$ cat config.mk
export PLATFORM = sky130hd
export DESIGN_NAME = text_string_map
export DESIGN_NICKNAME = d
export VERILOG_FILES = /design/src/rtl/text_string_map.sv
export SDC_FILE = /design/constraint.sdc
export NUM_CORES = 1
export LEC_CHECK = 0
export CELL_PAD_IN_SITES_DETAIL_PLACEMENT = 1
export CELL_PAD_IN_SITES_GLOBAL_PLACEMENT = 1
export CORE_ASPECT_RATIO = 1.5
export CORE_MARGIN = 5
export CORE_UTILIZATION = 43
export CTS_BUF_LIST = sky130_fd_sc_hd__clkbuf_8
export DETAILED_ROUTE_END_ITERATION = 12
export GPL_TIMING_DRIVEN = 0
export PLACE_DENSITY = 0.81
export RECOVER_POWER = 25
export SYNTH_ARGS = -nofsm -noshare
export SYNTH_HDL_FRONTEND = slang
export SYNTH_SLANG_ARGS = --single-unit
export TNS_END_PERCENT = 20
$ cat constraint.sdc
create_clock -name Clk -period 2.2 [get_ports Clk]
set_clock_uncertainty 0.15 [all_clocks]
set_input_delay 0.44 -clock Clk [delete_from_list [all_inputs] [get_ports Clk]]
set_output_delay 0.44 -clock Clk [all_outputs]
set_load 0.01 [all_outputs]
$ cat src/rtl/text_string_map.sv
// -----------------------------------------------------------------------------
// text_string_map
//
// Maps a pixel position inside a short text string to a single glyph pixel.
// A small character buffer holds one {glyph code, blink} entry per character
// slot. Each pixel request runs through a fixed three-stage pipeline:
//   S0 : register the request and split X into slot / column
//   S1 : read the buffer (with write bypass) and drive the font ROM address
//   S2 : capture the ROM row and pick out the requested pixel
// Lookups are fully pipelined: one request per cycle, no stalls, and
// pixel_valid follows req_valid by exactly three cycles.
//
// Optional feature (macro TEXT_BLINK_EN):
//   When defined, a frame counter advances on frame_start and toggles a blink
//   phase every BLINK_FRAMES frames. While the phase is 1, pixels from slots
//   whose blink attribute is set read as 0. When undefined, wr_blink and
//   frame_start are ignored and no blink state exists.
//
// Ports
//   Clk          : sole clock, rising edge
//   Reset_n      : synchronous, active-low reset
//   wr_en        : character buffer write strobe
//   wr_idx       : slot to write (writes to slots >= NUM_CHARS are dropped)
//   wr_code      : glyph code to write
//   wr_blink     : blink attribute to write
//   frame_start  : one-cycle pulse per video frame
//   req_valid    : pixel lookup request
//   X            : pixel column within the string
//   Y            : pixel row within the glyph (0-15)
//   rom_address  : font ROM address, code*16 + Y (holds when S1 is idle)
//   rom_data     : font ROM row, one cycle after rom_address; bit 7 = leftmost
//   pixel_valid  : marks a valid pixel result
//   pixel        : glyph pixel, 1 = foreground (0 whenever pixel_valid is 0)
// -----------------------------------------------------------------------------
module text_string_map #(
  parameter int NUM_CHARS    = 8,
  parameter int NUM_GLYPHS   = 16,
  parameter int BLINK_FRAMES = 30,
  localparam int XW = $clog2(NUM_CHARS * 8),
  localparam int IW = $clog2(NUM_CHARS),
  localparam int CW = $clog2(NUM_GLYPHS)
) (
  input  logic          Clk,
  input  logic          Reset_n,
  input  logic          wr_en,
  input  logic [IW-1:0] wr_idx,
  input  logic [CW-1:0] wr_code,
  input  logic          wr_blink,
  input  logic          frame_start,
  input  logic          req_valid,
  input  logic [XW-1:0] X,
  input  logic [3:0]    Y,
  output logic [CW+3:0] rom_address,
  input  logic [7:0]    rom_data,
  output logic          pixel_valid,
  output logic          pixel
);

  // One extra bit so NUM_CHARS itself is representable for range compares.
  localparam logic [IW:0] NUM_CHARS_W = (IW+1)'(NUM_CHARS);

  // ---------------------------------------------------------------------------
  // Character buffer (glyph codes)
  // ---------------------------------------------------------------------------
  logic [CW-1:0] buf_code_q [NUM_CHARS];
  logic [CW-1:0] buf_code_d [NUM_CHARS];
  logic          wr_in_range;

  assign wr_in_range = ({1'b0, wr_idx} < NUM_CHARS_W);

  always_comb begin
    buf_code_d = buf_code_q;
    if (wr_en && wr_in_range) begin
      buf_code_d[wr_idx] = wr_code;
    end
  end

  always_ff @(posedge Clk) begin
    if (!Reset_n) begin
      for (int i = 0; i < NUM_CHARS; i++) begin
        buf_code_q[i] <= '0;
      end
    end else begin
      buf_code_q <= buf_code_d;
    end
  end

  // ---------------------------------------------------------------------------
  // Pipeline registers
  // ---------------------------------------------------------------------------
  logic          vld_p0_q, vld_p0_d;
  logic [IW-1:0] slot_p0_q, slot_p0_d;
  logic [2:0]    col_p0_q, col_p0_d;
  logic [3:0]    y_p0_q, y_p0_d;
  logic          oor_p0_q, oor_p0_d;

  logic          vld_p1_q, vld_p1_d;
  logic [2:0]    col_p1_q, col_p1_d;
  logic          oor_p1_q, oor_p1_d;

  logic          pixel_valid_q, pixel_valid_d;
  logic          pixel_q, pixel_d;

  logic [CW+3:0] addr_hold_q, addr_hold_d;
  logic [CW-1:0] rd_code;
  logic          blank;

  // S0: split the request into slot / column and flag slots past the string.
  always_comb begin
    vld_p0_d  = req_valid;
    slot_p0_d = X[XW-1:3];
    col_p0_d  = X[2:0];
    y_p0_d    = Y;
    oor_p0_d  = ({1'b0, X[XW-1:3]} >= NUM_CHARS_W);
  end

  // S1: buffer read. A write landing on the slot being read this cycle wins,
  // so software can update a character without a one-frame glitch.
  always_comb begin
    rd_code = '0;
    if (!oor_p0_q) begin
      rd_code = buf_code_q[slot_p0_q];
      if (wr_en && (wr_idx == slot_p0_q)) begin
        rd_code = wr_code;
      end
    end
  end

  // The ROM address is live in S1 and parks on its last value otherwise,
  // which keeps the ROM input quiet between bursts of requests.
  always_comb begin
    rom_address = vld_p0_q ? {rd_code, y_p0_q} : addr_hold_q;
    addr_hold_d = rom_address;
    vld_p1_d    = vld_p0_q;
    col_p1_d    = col_p0_q;
    oor_p1_d    = oor_p0_q;
  end

  // S2: rom_data now holds the row addressed in S1; bit 7 is column 0.
  always_comb begin
    pixel_valid_d = vld_p1_q;
    pixel_d       = vld_p1_q & ~oor_p1_q & ~blank & rom_data[3'd7 - col_p1_q];
  end

  always_ff @(posedge Clk) begin
    if (!Reset_n) begin
      vld_p0_q      <= 1'b0;
      vld_p1_q      <= 1'b0;
      pixel_valid_q <= 1'b0;
      pixel_q       <= 1'b0;
      addr_hold_q   <= '0;
    end else begin
      vld_p0_q      <= vld_p0_d;
      vld_p1_q      <= vld_p1_d;
      pixel_valid_q <= pixel_valid_d;
      pixel_q       <= pixel_d;
      addr_hold_q   <= addr_hold_d;
    end
  end

  // Data-only pipeline fields: their meaning is qualified by the valids.
  always_ff @(posedge Clk) begin
    slot_p0_q <= slot_p0_d;
    col_p0_q  <= col_p0_d;
    y_p0_q    <= y_p0_d;
    oor_p0_q  <= oor_p0_d;
    col_p1_q  <= col_p1_d;
    oor_p1_q  <= oor_p1_d;
  end

  assign pixel_valid = pixel_valid_q;
  assign pixel       = pixel_q;

`ifdef TEXT_BLINK_EN
  // ---------------------------------------------------------------------------
  // Blink attribute store, frame counter and blink phase
  // ---------------------------------------------------------------------------
  localparam int FW = (BLINK_FRAMES > 1) ? $clog2(BLINK_FRAMES) : 1;
  localparam logic [FW-1:0] FRAME_LAST = FW'(BLINK_FRAMES - 1);

  logic          buf_blink_q [NUM_CHARS];
  logic          buf_blink_d [NUM_CHARS];
  logic          rd_blink;
  logic          blink_p1_q, blink_p1_d;
  logic [FW-1:0] frame_cnt_q, frame_cnt_d;
  logic          phase_q, phase_d;

  always_comb begin
    buf_blink_d = buf_blink_q;
    if (wr_en && wr_in_range) begin
      buf_blink_d[wr_idx] = wr_blink;
    end
  end

  // Same bypass rule as the glyph code so code and attribute stay paired.
  always_comb begin
    rd_blink = 1'b0;
    if (!oor_p0_q) begin
      rd_blink = buf_blink_q[slot_p0_q];
      if (wr_en && (wr_idx == slot_p0_q)) begin
        rd_blink = wr_blink;
      end
    end
    blink_p1_d = rd_blink;
  end

  always_comb begin
    frame_cnt_d = frame_cnt_q;
    phase_d     = phase_q;
    if (frame_start) begin
      if (frame_cnt_q == FRAME_LAST) begin
        frame_cnt_d = '0;
        phase_d     = ~phase_q;
      end else begin
        frame_cnt_d = frame_cnt_q + 1'b1;
      end
    end
  end

  always_ff @(posedge Clk) begin
    if (!Reset_n) begin
      for (int i = 0; i < NUM_CHARS; i++) begin
        buf_blink_q[i] <= 1'b0;
      end
      frame_cnt_q <= '0;
      phase_q     <= 1'b0;
    end else begin
      buf_blink_q <= buf_blink_d;
      frame_cnt_q <= frame_cnt_d;
      phase_q     <= phase_d;
    end
  end

  always_ff @(posedge Clk) begin
    blink_p1_q <= blink_p1_d;
  end

  assign blank = blink_p1_q & phase_q;
`else
  // Blink support compiled out: attribute and frame pulses have no effect.
  logic unused_blink_inputs;
  assign unused_blink_inputs = wr_blink ^ frame_start;
  assign blank = 1'b0;
`endif

endmodule

======== Word-level counts from Yosys, hierarchy flattened ========
Index checks and enable logic that the tools add are counted.
word-level totals
  bits in registers ....................... 57
  bits of input ports ..................... 31
  logic and storage cells ................. 38
cells by class
  add/sub/neg operators ................... 1
  magnitude comparators ................... 4
  eq/ne operators ......................... 1
  multiplexer cells ....................... 10
  bitwise gates (word level) .............. 3
  reductions and logical operators ........ 2
operators with widths
  operator                                                                      number
  32-bit bitwise mux                                                            1
  4-bit two-way mux                                                             4
  4-bit binary-select mux with 3-bit select                                     1
  4-bit demux with 3-bit select                                                 1
  4-bit >= comparator, second input constant                                    2
  8-bit two-way mux                                                             1
  3-bit inverter with 4-bit output                                              2
  3-bit by 4-bit less-than comparator with 1-bit output, second input constant  1
  4-bit by 1-bit less-than comparator with 1-bit output, second input constant  1
  1-bit binary-select mux with 3-bit select                                     1
  3-bit equality test                                                           1
  3-bit subtractor, first input constant                                        1
  1-bit logical AND                                                             2
  1-bit bitwise AND                                                             1
  1-bit two-way mux                                                             1

======== Depth between registers and ports, before layout ========
Gate-level depths: netlist of run 1.
  word-level depth ........................ 6
  depth in mapped cells ................... 6

======== Least setup slack after synthesis of run 1 ========
OpenSTA, ideal clock, no wires.
  path type ............................... register to output
  from .................................... reg slot_p0_q[2]
  to ...................................... out rom_address[4]
  arrival time ............................ 1.452 ns
  setup slack ............................. 0.158 ns
  stages on the path, launching flop included .. 6
  path buffers ............................ 1
  cells stage by stage .................... dfxtp_1 > buf_6 > mux4_1 > mux2_2 > nor2_2 > o22ai_1
on the way
  cells in the longest elaborated chain, start to end .. 6
  elaborated cells on any way between the ends .. 8
ends and longest elaborated chain
  what                                                    line  text
  from (decl)                                             92    logic [IW-1:0] slot_p0_q, slot_p0_d;
  from (signal assigned)                                  163   slot_p0_q <= slot_p0_d;
  3-bit inverter with 4-bit output (implied by the code)  122   rd_code = buf_code_q[slot_p0_q];
  4-bit binary-select mux with 3-bit select               122
  4-bit two-way mux (implied by the code) (2 in a row)    122
  4-bit two-way mux *                                     123   if (wr_en && (wr_idx == slot_p0_q)) begin
  8-bit two-way mux *                                     132   rom_address = vld_p0_q ? {rd_code, y_p0_q} : addr_hold_q;
  to (decl)                                               53    output logic [CW+3:0] rom_address,
Mark *: on every way between the ends. The rest lies on a longest branch, timed or not. The select of a mux whose other input is x is not followed.

======== Worst setup path in the final report of run 1 ========
  from .................................... reg slot_p0_q[2]
  to ...................................... out rom_address[6]
Same word-level chain as after synthesis.

==> results.md, run 1 <==
* Congestion Overflow GR at 0
* Fin crit share at 115%
* Leakage Power at about 0.0012 uW
* DR iter-0 viols at 67
* CP startpoint: slot_p0_q[2]$_DFF_P_
* Leading area contributor after synthesis: dfxtp_1
* Final worst path period need at about 2.5 ns
* Commonest register cell after synthesis: dfxtp_1
* Starting density of the core at 44.5%
* Hold-fix buffers at CTS at 0
* GRT Overall Usage at 17.3%
* Total CTS buffers at 9
* Reg2Reg Launch Point: slot_p0_q[2]$_DFF_P_
* Synthesized instance count at between 200 and 250
* CP max FO at 7
* Initial antenna violation count at 0
* Pin count of the biggest net entering global routing at 11
* Detailed-placement wirelength estimate at between 3 and 4 mm
* Fin nets at roughly 290
* Critical path buffers and inverters at 2
* First-pass GRT wire length at slightly below 10 mm
* Worst stage delay on the critical path at 0.51 ns
* N_diodes at 0
* Yosys top cell area share at a little under half
* IO buf count at 30
* Final hold vios at 0
* Vias in the first global route at between 1500 and 2000
* Hold path cells at 0
* Failing checks: negative setup slack
* Layout area overhead at 26.4%
* CP Launch Type: flop
* CTS clock-pin slew for the worst setup and hold paths at 0.07 ns
* Share of layout cells above drive strength 1 at a little under a quarter
* Final setup fails at 7
* CP Depth at 6
* Yosys reg bits at 57
* Final core utilization at ~56%
* RSZ-0062 raised after global routing: yes
* Crit Path Class: flop to primary output
* Die X at about 72 um
* Pwr Density at just under 800 nW/um^2
* Pre-CTS setup slack at -0.442 ns
* Hold wc startpoint: col_p0_q[0]$_DFF_P_
* Post-Route WL at a little under 6 mm
* Sink Count at between 50 and 60
* IO Pins at 41
* Post-Layout Cell Count at between 300 and 400
* Worst hold path class: flop to flop
* Worst Reg-to-Reg Cells at 6
* Worst-path cell chain: buf_8 > mux4_2 > mux2_4 > nor2_2 > o22ai_1 > buf_2
* Slowest cell on the critical path: mux4_2
* Fin. max-slew vios at 0
* Clock latency on the worst-skew pair at around 0.34 ns
* CTS tree: built
* Number of H-tree levels at 3
* Hold WS at approximately 0.18 ns
* Placed cell count at between 300 and 400
* Fmax at between 300 and 400 MHz
* Worst-Margin Slew at about 0.55 ns
* Clock Path Buffers at 2
* Wire per inst at around 17 um
* Max-Cap Viols at 0
* WP data required at approximately 1.6 ns
* DRC viols at 0
* Syn Nets at approximately 250
* Die Y at 103 um
* Drt first pass iters at 4
* Post-route setup slack at -0.328 ns
* Ys async rst share at 0%
* Via Count at ~1800
* Row count at 33
* Avg Cell Area, Syn at about 12 um^2
* Sequential area share after synthesis at 46.3%
* CTS Root Cell: clkbuf_8
* Worst setup EP type: primary output
* Top cells by count, synth: 57 x dfxtp_1, 33 x mux2i_1, 33 x nor2b_1
* Full die area at ~7400 um^2
* Slew HR at between 60 and 70%
* Synthesized area at between 2000 and 2500 um^2
* Number of synthesized flops with an enable pin at 0
* Library cells used by synthesis at 26
* Core area at approximately 5500 um^2
* Vias per cell at 5.33
* Area contributors post-synth: dfxtp_1 46%, mux2i_1 13%, mux4_1 8.5%, nor2b_1 8.4%, mux2_2 3.7%
* Status: finished with violations
* Routed Antenna Nets at 0
* Final RePlAce weighted congestion at approximately 0.74
* Worst ir drop on vdd at 384 uV
* CP delay by family, top: multiplexers
* Crit path DAT at around 1.9 ns
* Synth warn at 0
* Most frequent cell after synthesis: dfxtp_1
[per-stage QoR]
stage	cell area (um^2)	setup TNS, ns	power, uW
global route	3110	-2.36	2560
floorplan	2460	0	1230
detailed placement	2850	-1.69	1320
finish	3110	-1.79	2480
global placement	2850	-1.57	1320
CTS	3100	-1.98	2500
[worst paths after layout]
kind	to	slack [ns]
worst max-delay path	rom_address[6]	-0.33
worst min-delay path	col_p1_q[0]$_DFF_P_	0.18
worst max register to register	addr_hold_q[5]$_SDFF_PN0_	0.39
worst min register to register	col_p1_q[0]$_DFF_P_	0.18
[worst register-to-register path: cells and delay by family (launching register included)]
| kind | cells | cell delay, ns |
|---|---|---|
| and+or+nand+nor | 2 | 0.13 |
| DFF | 1 | 0.34 |
| buffers and inverters | 2 | 0.27 |
| muxes | 2 | 0.80 |
[final cells by class]
cell class / instances / area [um^2]
repair buffers: 36 / 325
well taps: 70 / 87.6
fillers: 625 / 2420
multi-input cells: 134 / 1210
inverters: 4 / 15.0
flip-flops and latches: 57 / 1140
plain buffers: 19 / 98.8
clock inverters: 6 / 108
clock buffers: 9 / 124
[cell usage in the layout, fill, tap and decap left out, drive strengths merged, types with 2 or more instances in the layout]
cell	netlist	layout
mux4	10	10
inv	4	4
mux2	8	8
nor2	4	4
and2	7	7
dlygate4sd3	0	10
clkbuf	13	22
buf	6	16
nor3b	2	2
dfxtp	57	57
xnor2	3	3
o22ai	4	4
nor3	2	2
nor2b	33	33
nand4	6	6
nand4b	3	3
nand3	8	8
nand3b	4	4
clkdlybuf4s50	0	16
mux2i	33	33
clkinv	0	2
bufinv	0	3
o21ai	4	4
[sequential cells by signal, indices dropped and copies added, names as in the netlist]
| register | flops |
|---|---|
| pixel | 1 |
| vld_p0_q | 1 |
| pixel_valid_d | 1 |
| pixel_valid | 1 |
| addr_hold_q | 8 |
| slot_p0_q | 3 |
| buf_code_q | 32 |
| col_p1_q | 3 |
| col_p0_q | 3 |
| y_p0_q | 4 |
[layer usage]
layer / track usage, % / up-vias / wire [um]
li1: - / 840 / -
met1: 18.3 / 887 / 2270
met2: 31.2 / 47 / 3120
met3: 4.78 / 13 / 267
met4: 9.12 / 0 / 184
met5: 0 / - / 0
[logic make-up after synthesis]
family / share of synthesized area, %
xor gates and xnor gates: 1.07
and+or+nand+nor: 18.9
muxes: 27.4
DFF: 46.3
AOI/OAI and AO/OA: 1.83
buffers and inverters: 4.42
[repair_timing]
| action | in CTS | in global routing |
|---|---|---|
| pin swaps | 5 | 2 |
| resized for setup | 34 | 2 |
| setup endpoints to repair | 7 | 7 |
| cloned | 0 | 0 |
| hold endpoints to repair | 0 | 0 |
| buffers inserted | 5 | 1 |
[power by group]
part,leakage [uW],internal [uW],switching [uW],total [uW]
Sequential,0.000466,1070,16.9,1080
Combinational,0.000642,126,103,229
Clock,0.000115,741,422,1160
Total,0.00122,1930,543,2470
No activity file was read; power rests on OpenSTA's default activity.
==> run 2, diff against run 1 <==
--- a/config.mk
+++ b/config.mk
@@ -10,7 +10,7 @@
 export CORE_ASPECT_RATIO = 1.5
 export CORE_MARGIN = 5
 export CORE_UTILIZATION = 43
-export CTS_BUF_LIST = sky130_fd_sc_hd__clkbuf_8
+export CTS_BUF_LIST = sky130_fd_sc_hd__clkbuf_4
 export DETAILED_ROUTE_END_ITERATION = 12
 export GPL_TIMING_DRIVEN = 0
 export PLACE_DENSITY = 0.81
==> run 2 against run 1 <==
Net effect:
- the run still ends with negative setup slack left
- hold slack gained 0.0072 ns
- first-iteration DRC count shrank 39%
- total power shrank 8.5%
- sequential cell count did not move
- via count decreased by 1.1%
- fmax shrank 2.8%
- die area did not move
- wire length is 1.2% lower
- sequential power barely moved
- critical path depth unchanged
- critical endpoint unchanged
- largest power group is now sequential cells
- highest routed layer unchanged
==> results.md, run 2 (synthesized netlist as in run 1, its figures left out) <==
* Commonest non-fill, non-tap cell in the layout: dfxtp_1
* Row count at 33 (unchanged)
* CTS tree: built
* Pin count of the biggest net entering global routing at 11 (unchanged)
* Share of layout cells above drive strength 1 at 22.1% (-0.59 points)
* NetSw at 513 uW (-5.4%)
* Largest registers: buf_code_q: 32 flops, addr_hold_q: 8 flops, y_p0_q: 4 flops
* Initial antenna violation count at 0 (unchanged)
* Clock Path Buffers at 2 (unchanged)
* Full die area at 7370 um^2 (unchanged)
* Die X at 71.8 um (unchanged)
* Layout area overhead at 23.2%
* Failing checks: negative setup slack
* Vias per cell at 5.31 (-0.53%)
* Leakage Power at 0.00119 uW (-2.7%)
* Hold-fix buffers at CTS at 0 (unchanged)
* Worst setup EP type: primary output
* Fin crit share at 118% (+3.3 points)
* Hold WS at 0.190 ns (+0.00724 ns)
* WP data required at 1.61 ns (about the same)
* Hold path cells at 0 (unchanged)
* Top reg by flops: buf_code_q
* Pwr Density at 747 nW/um^2 (-6.1%)
* Core area at 5530 um^2 (unchanged)
* Starting density of the core at 44.5% (unchanged)
* CP max FO at 7 (unchanged)
* Detailed-placement wirelength estimate at 4.00 mm (unchanged)
* IO buf count at 30 (unchanged)
* Sink Count at 57 (unchanged)
* Final hold vios at 0 (unchanged)
* Clock latency on the worst-skew pair at 0.41 ns (+0.07 ns)
* Max reg flops at 32 (unchanged)
* Congestion Overflow GR at 0 (unchanged)
* DR iter-0 viols at 41 (-39%)
* Via Count at 1767 (-1.1%)
* Max-Cap Viols at 0 (unchanged)
* Total power draw at 2260 uW (-8.5%)
* CTS Root Cell: clkbuf_4
* Die Y at 103 um (unchanged)
* Post-route setup slack at -0.400 ns (-0.0718 ns)
* Switching part of the total at 22.7% (+0.74 points)
* Crit path DAT at 2.01 ns (+0.07 ns)
* Final RePlAce weighted congestion at 0.740 (unchanged)
* GRT Overall Usage at 17.2% (-0.10 points)
* Wire per inst at 17.3 um (-0.57%)
* IO Pins at 41 (unchanged)
* Vias in the first global route at 1937 (-0.052%)
* Worst Reg-to-Reg Cells at 5 (-1)
* Final setup fails at 7 (unchanged)
* Worst-Margin Slew at 0.567 ns (+0.0151 ns)
* Commonest non-fill, non-tap cells in the layout: 54 x dfxtp_1, 33 x mux2i_1, 33 x nor2b_1, 14 x clkdlybuf4s50_1, 12 x clkbuf_1
* Total CTS buffers at 9 (unchanged)
* Fin nets at 290 (-0.68%)
* Number of H-tree levels at 3 (unchanged)
* Crit Path Class: flop to primary output
* Combinational power share at 9.8% (+0.5 points)
* N_diodes at 0 (unchanged)
* Sequential power share at 47.7% (+4.0 points)
* Pint at 1750 uW (-9.4%)
* Drt first pass iters at 5 (+1)
* Fin. max-slew vios at 0 (unchanged)
* CTS clock-pin slew for the worst setup and hold paths at 0.10 ns (+0.03 ns)
* Slew HR at 62.2% (-1.0 points)
* Clock power frac at 42.4% (-4.6 points)
* Post-Route WL at 5.77 mm (-1.2%)
* Worst ir drop on vdd at 381 uV (-0.84%)
* First-pass GRT wire length at 9.50 mm (-1.1%)
* Final worst path period need at 2.60 ns (+0.0718 ns)
* DRC viols at 0 (unchanged)
* Fmax at 385 MHz (-2.8%)
* Status: finished with violations
* CP Launch Type: flop
* RSZ-0062 raised after global routing: yes
* Routed Antenna Nets at 0 (unchanged)
* Worst hold path class: flop to flop
## run 2: power groups by stage
stage | logic [uW] | clock network (uW) | registers [uW]
final | 223 | 960 | 1080
after global routing | 243 | 1020 | 1090
after CTS | 229 | 982 | 1080
after detailed placement | 220 | 0 | 1100
after global placement | 215 | 0 | 1100
after floorplan | 135 | 0 | 1100
## run 2: metal layers
| layer | part of all wire (%) | GRT usage (%) |
|---|---|---|
| met4 | 2.4 | 10.4 |
| met5 | 0 | 0 |
| met3 | 5.0 | 4.10 |
| met2 | 54 | 31.5 |
| met1 | 38 | 17.6 |
## run 2: final timing paths
path | startpoint | end | slack (ns)
worst max register to register | slot_p0_q[2]$_DFF_P_ | addr_hold_q[5]$_SDFF_PN0_ | 0.50
worst min register to register | col_p0_q[2]$_DFF_P_ | col_p1_q[2]$_DFF_P_ | 0.19
worst max-delay path | slot_p0_q[2]$_DFF_P_ | rom_address[6] | -0.40
worst min-delay path | col_p0_q[2]$_DFF_P_ | col_p1_q[2]$_DFF_P_ | 0.19
## run 2: timing repair
item | in CTS | in global routing
pin swaps | 3 | 0
endpoints found under the setup margin | 8 | 7
gates cloned | 0 | 0
setup buffers | 4 | 0
resized for setup | 36 | 0
## run 2: critical path: stages (launching register included)
cell and delay [ns]:
dfxtp_2 0.35, buf_8 0.14, mux4_2 0.51, mux2_4 0.29, nor2_2 0.08, o22ai_1 0.07
buf_2 0.16
## run 2: through the flow
stage               area [um^2]  cells  util (%)  setup slack, ns  TNS (ns)
detailed placement         2850    314      51.5           -0.442     -1.69
global placement           2850    314      51.5           -0.403     -1.57
floorplan                  2460    214         -            0.158         0
global route               3030    333      54.8           -0.511     -2.82
finish                     3030    333      54.8           -0.400     -2.27
CTS                        3030    333      54.8           -0.435     -2.49
## run 2: layout make-up
class	instances	area [um^2]
buffer	19	98.8
clock buffer	9	67.6
clock inverter	6	108
fill	637	2500
inverter	4	15.0
multi-input combinational	134	1200
sequential	57	1140
tap	70	87.6
timing repair buffer	34	309
==> run 3, diff against run 2 <==
==> config.mk (replaced) <==
export PLATFORM = sky130hd
export DESIGN_NAME = text_string_map
export DESIGN_NICKNAME = d
export VERILOG_FILES = /design/src/rtl/text_string_map.sv
export SDC_FILE = /design/constraint.sdc
export NUM_CORES = 1
export LEC_CHECK = 0
export CORE_ASPECT_RATIO = 1.5
export CORE_MARGIN = 5
export CORE_UTILIZATION = 52
export CTS_BUF_LIST = sky130_fd_sc_hd__clkbuf_4
export DETAILED_ROUTE_END_ITERATION = 12
export DONT_BUFFER_PORTS = 1
export GPL_TIMING_DRIVEN = 0
export PLACE_DENSITY = 0.67
export RECOVER_POWER = 25
export SYNTH_ARGS = -nofsm -noshare
export SYNTH_HDL_FRONTEND = slang
export SYNTH_SLANG_ARGS = --single-unit
export TNS_END_PERCENT = 20
==> run 3 against run 2 <==
Net effect:
- the run still ends with negative setup slack left
- cell count decreased by 6.6%
- sequential cell count unchanged
- global-route usage increased by 1.5 points
- worst setup slack improved by 0.11 ns
- via count decreased by 4.6%
- critical path depth decreased by 1
- total power decreased by 5.8%
- fmax increased by 4.2%
- hold slack got worse by 0.17 ns
- non-clock buffer count decreased by 17
- design area decreased by 4.2%
==> results.md, run 3 (synthesized netlist as in run 1, its figures left out) <==
* Status: finished with violations
* Failing checks: negative setup slack
* Initial antenna violation count at 0 (unchanged)
* Max-Cap Viols at 0 (unchanged)
* Combinational power share at 9.6% (-0.2 points)
* Fin nets at 273 (-5.9%)
* Post-route setup slack at -0.294 ns (+0.105 ns)
* CP Launch Type: flop
* Clock power frac at 39.7% (-2.7 points)
* Total CTS buffers at 9 (unchanged)
* WP data required at 1.61 ns (about the same)
* IO Pins at 41 (unchanged)
* Share of layout cells above drive strength 1 at 25.5% (+3.5 points)
* Worst-Margin Slew at 0.540 ns (-0.0275 ns)
* Worst stage delay on the critical path at 0.51 ns (about the same)
* Core area at 4580 um^2 (-17%)
* N_diodes at 0 (unchanged)
* NetSw at 497 uW (-3.2%)
* Largest registers: buf_code_q: 32 flops, addr_hold_q: 8 flops, y_p0_q: 4 flops
* Number of H-tree levels at 3 (unchanged)
* Clock latency on the worst-skew pair at 0.40 ns (about the same)
* Fin. max-slew vios at 0 (unchanged)
* Full die area at 6240 um^2 (-15%)
* Commonest non-fill, non-tap cells in the layout: 55 x dfxtp_1, 33 x mux2i_1, 33 x nor2b_1, 12 x clkbuf_1
* Crit Path Class: flop to primary output
* Slew HR at 63.8% (+1.6 points)
* Final core utilization at 63.4% (+8.6 points)
* Pint at 1640 uW (-6.6%)
* CTS clock-pin slew for the worst setup and hold paths at 0.10 ns (about the same)
* Switching part of the total at 23.3% (+0.63 points)
* Post-Route WL at 5.31 mm (-8.0%)
* Leakage Power at 0.00113 uW (-5.3%)
* GRT Overall Usage at 18.7% (+1.5 points)
* IO buf count at 0 (-100%)
* Starting density of the core at 53.8% (+9.3 points)
* Row count at 30 (-9.1%)
* Via Count at 1685 (-4.6%)
* Wire per inst at 17.1 um (-1.5%)
* Clock Path Buffers at 2 (unchanged)
* Vias in the first global route at 1793 (-7.4%)
* Pin count of the biggest net entering global routing at 11 (unchanged)
* Commonest non-fill, non-tap cell in the layout: dfxtp_1
* Fin crit share at 113% (-4.8 points)
* CTS Root Cell: clkbuf_4
* DRC viols at 0 (unchanged)
* Worst ir drop on vdd at 372 uV (-2.2%)
* Layout area overhead at 17.9%
* Final worst path period need at 2.49 ns (-0.105 ns)
* Pwr Density at 734 nW/um^2 (-1.7%)
* Total power draw at 2130 uW (-5.8%)
* Detailed-placement wirelength estimate at 3.71 mm (-7.1%)
* Final setup fails at 4 (-3)
* Final RePlAce weighted congestion at 0.752 (+1.6%)
* Final hold vios at 0 (unchanged)
* Die Y at 94.3 um (-8.2%)
* Routed Antenna Nets at 0 (unchanged)
* CTS tree: built
* CP max FO at 8 (+1)
* DR iter-0 viols at 118 (+190%)
* Fmax at 401 MHz (+4.2%)
* Crit path DAT at 1.90 ns (-0.11 ns)
* Max reg flops at 32 (unchanged)
* First-pass GRT wire length at 8.63 mm (-9.2%)
* RSZ-0062 raised after global routing: yes
* Die X at 66.2 um (-7.8%)
* FILL cells at 394 (-38%)
* Worst setup EP type: primary output
* Slowest cell on the critical path: mux4_2
* Congestion Overflow GR at 0 (unchanged)
* Worst-path cell chain: buf_8 > mux4_2 > mux2_4 > nor2_4 > o22ai_4
* Sequential power share at 50.7% (+3.0 points)
* Top reg by flops: buf_code_q
* Sink Count at 57 (unchanged)
* Vias per cell at 5.42 (+2.1%)
* Drt first pass iters at 4 (-1)
* Worst hold path class: input pin to flop
-- run 3: power by group through the flow --
stage                     logic (uW)  clock network (uW)  registers (uW)
after floorplan                  135                   0            1100
after global placement           160                   0            1100
after detailed placement         166                   0            1100
after CTS                        202                 867            1080
after global routing             223                 917            1090
final                            205                 846            1080
-- run 3: final cells by class --
cell class                      instances  area [um^2]  area share [%]
Buffer                                 19         98.8            3.40
Tap cell                               64         80.1            2.76
Clock buffer                           10         75.1            2.59
Inverter                                4         15.0           0.517
Multi-Input combinational cell        134         1260            43.3
Timing Repair Buffer                   17          153            5.26
Clock inverter                          6         82.6            2.84
Sequential cell                        57         1140            39.4
-- run 3: metal layers --
layer / GRT usage (%) / part of all wire, % / vias up / wire length (um)
met5: 0 / 0 / - / 0
met4: 8.31 / 2.4 / 0 / 126
met3: 5.15 / 5.2 / 12 / 276
met2: 33.8 / 55 / 48 / 2910
met1: 19.7 / 38 / 818 / 1990
li1: - / - / 807 / -
-- run 3: through the flow --
| step | std cells | TNS, ns | worst slack, ns | cell area, um^2 | hold WS (ns) |
|---|---|---|---|---|---|
| after CTS | 310 | -1.13 | -0.290 | 2890 | 0.00468 |
| final | 311 | -1.09 | -0.294 | 2900 | 0.0238 |
| after global placement | 278 | 0 | 0.0380 | 2540 | 0.160 |
| after floorplan | 214 | 0 | 0.158 | 2460 | 0.160 |
| after global routing | 311 | -1.54 | -0.395 | 2900 | 0.0211 |
| after detailed placement | 278 | 0 | 0.0221 | 2540 | 0.165 |
-- run 3: what timing repair did --
| item | in CTS | in global routing |
|---|---|---|
| resized for setup | 28 | 2 |
| setup endpoints to repair | 4 | 4 |
| gates cloned | 0 | 0 |
| pin swaps | 5 | 1 |
| buffers inserted | 6 | 1 |
| hold endpoints to repair | 10 | 0 |
| hold buffers | 10 | 0 |
-- run 3: worst paths after layout --
path                                      startpoint                   endpoint  slack (ns)  cells past startpoint
worst max-delay path            slot_p0_q[2]$_DFF_P_             rom_address[4]       -0.29                      5
worst min-delay path                       req_valid        vld_p0_q$_SDFF_PN0_        0.02                      1
worst max register to register  slot_p0_q[0]$_DFF_P_  addr_hold_q[4]$_SDFF_PN0_        0.39                      8
worst min register to register   col_p0_q[2]$_DFF_P_        col_p1_q[2]$_DFF_P_        0.19                      0
-- run 3: critical path, delay by kind of cell, from the launching register on --
| family | cells | cell delay, ns |
|---|---|---|
| mux | 2 | 0.82 |
| flops | 1 | 0.34 |
| buf+inv | 1 | 0.14 |
| simple gates | 1 | 0.11 |
| compound gates | 1 | 0.08 |
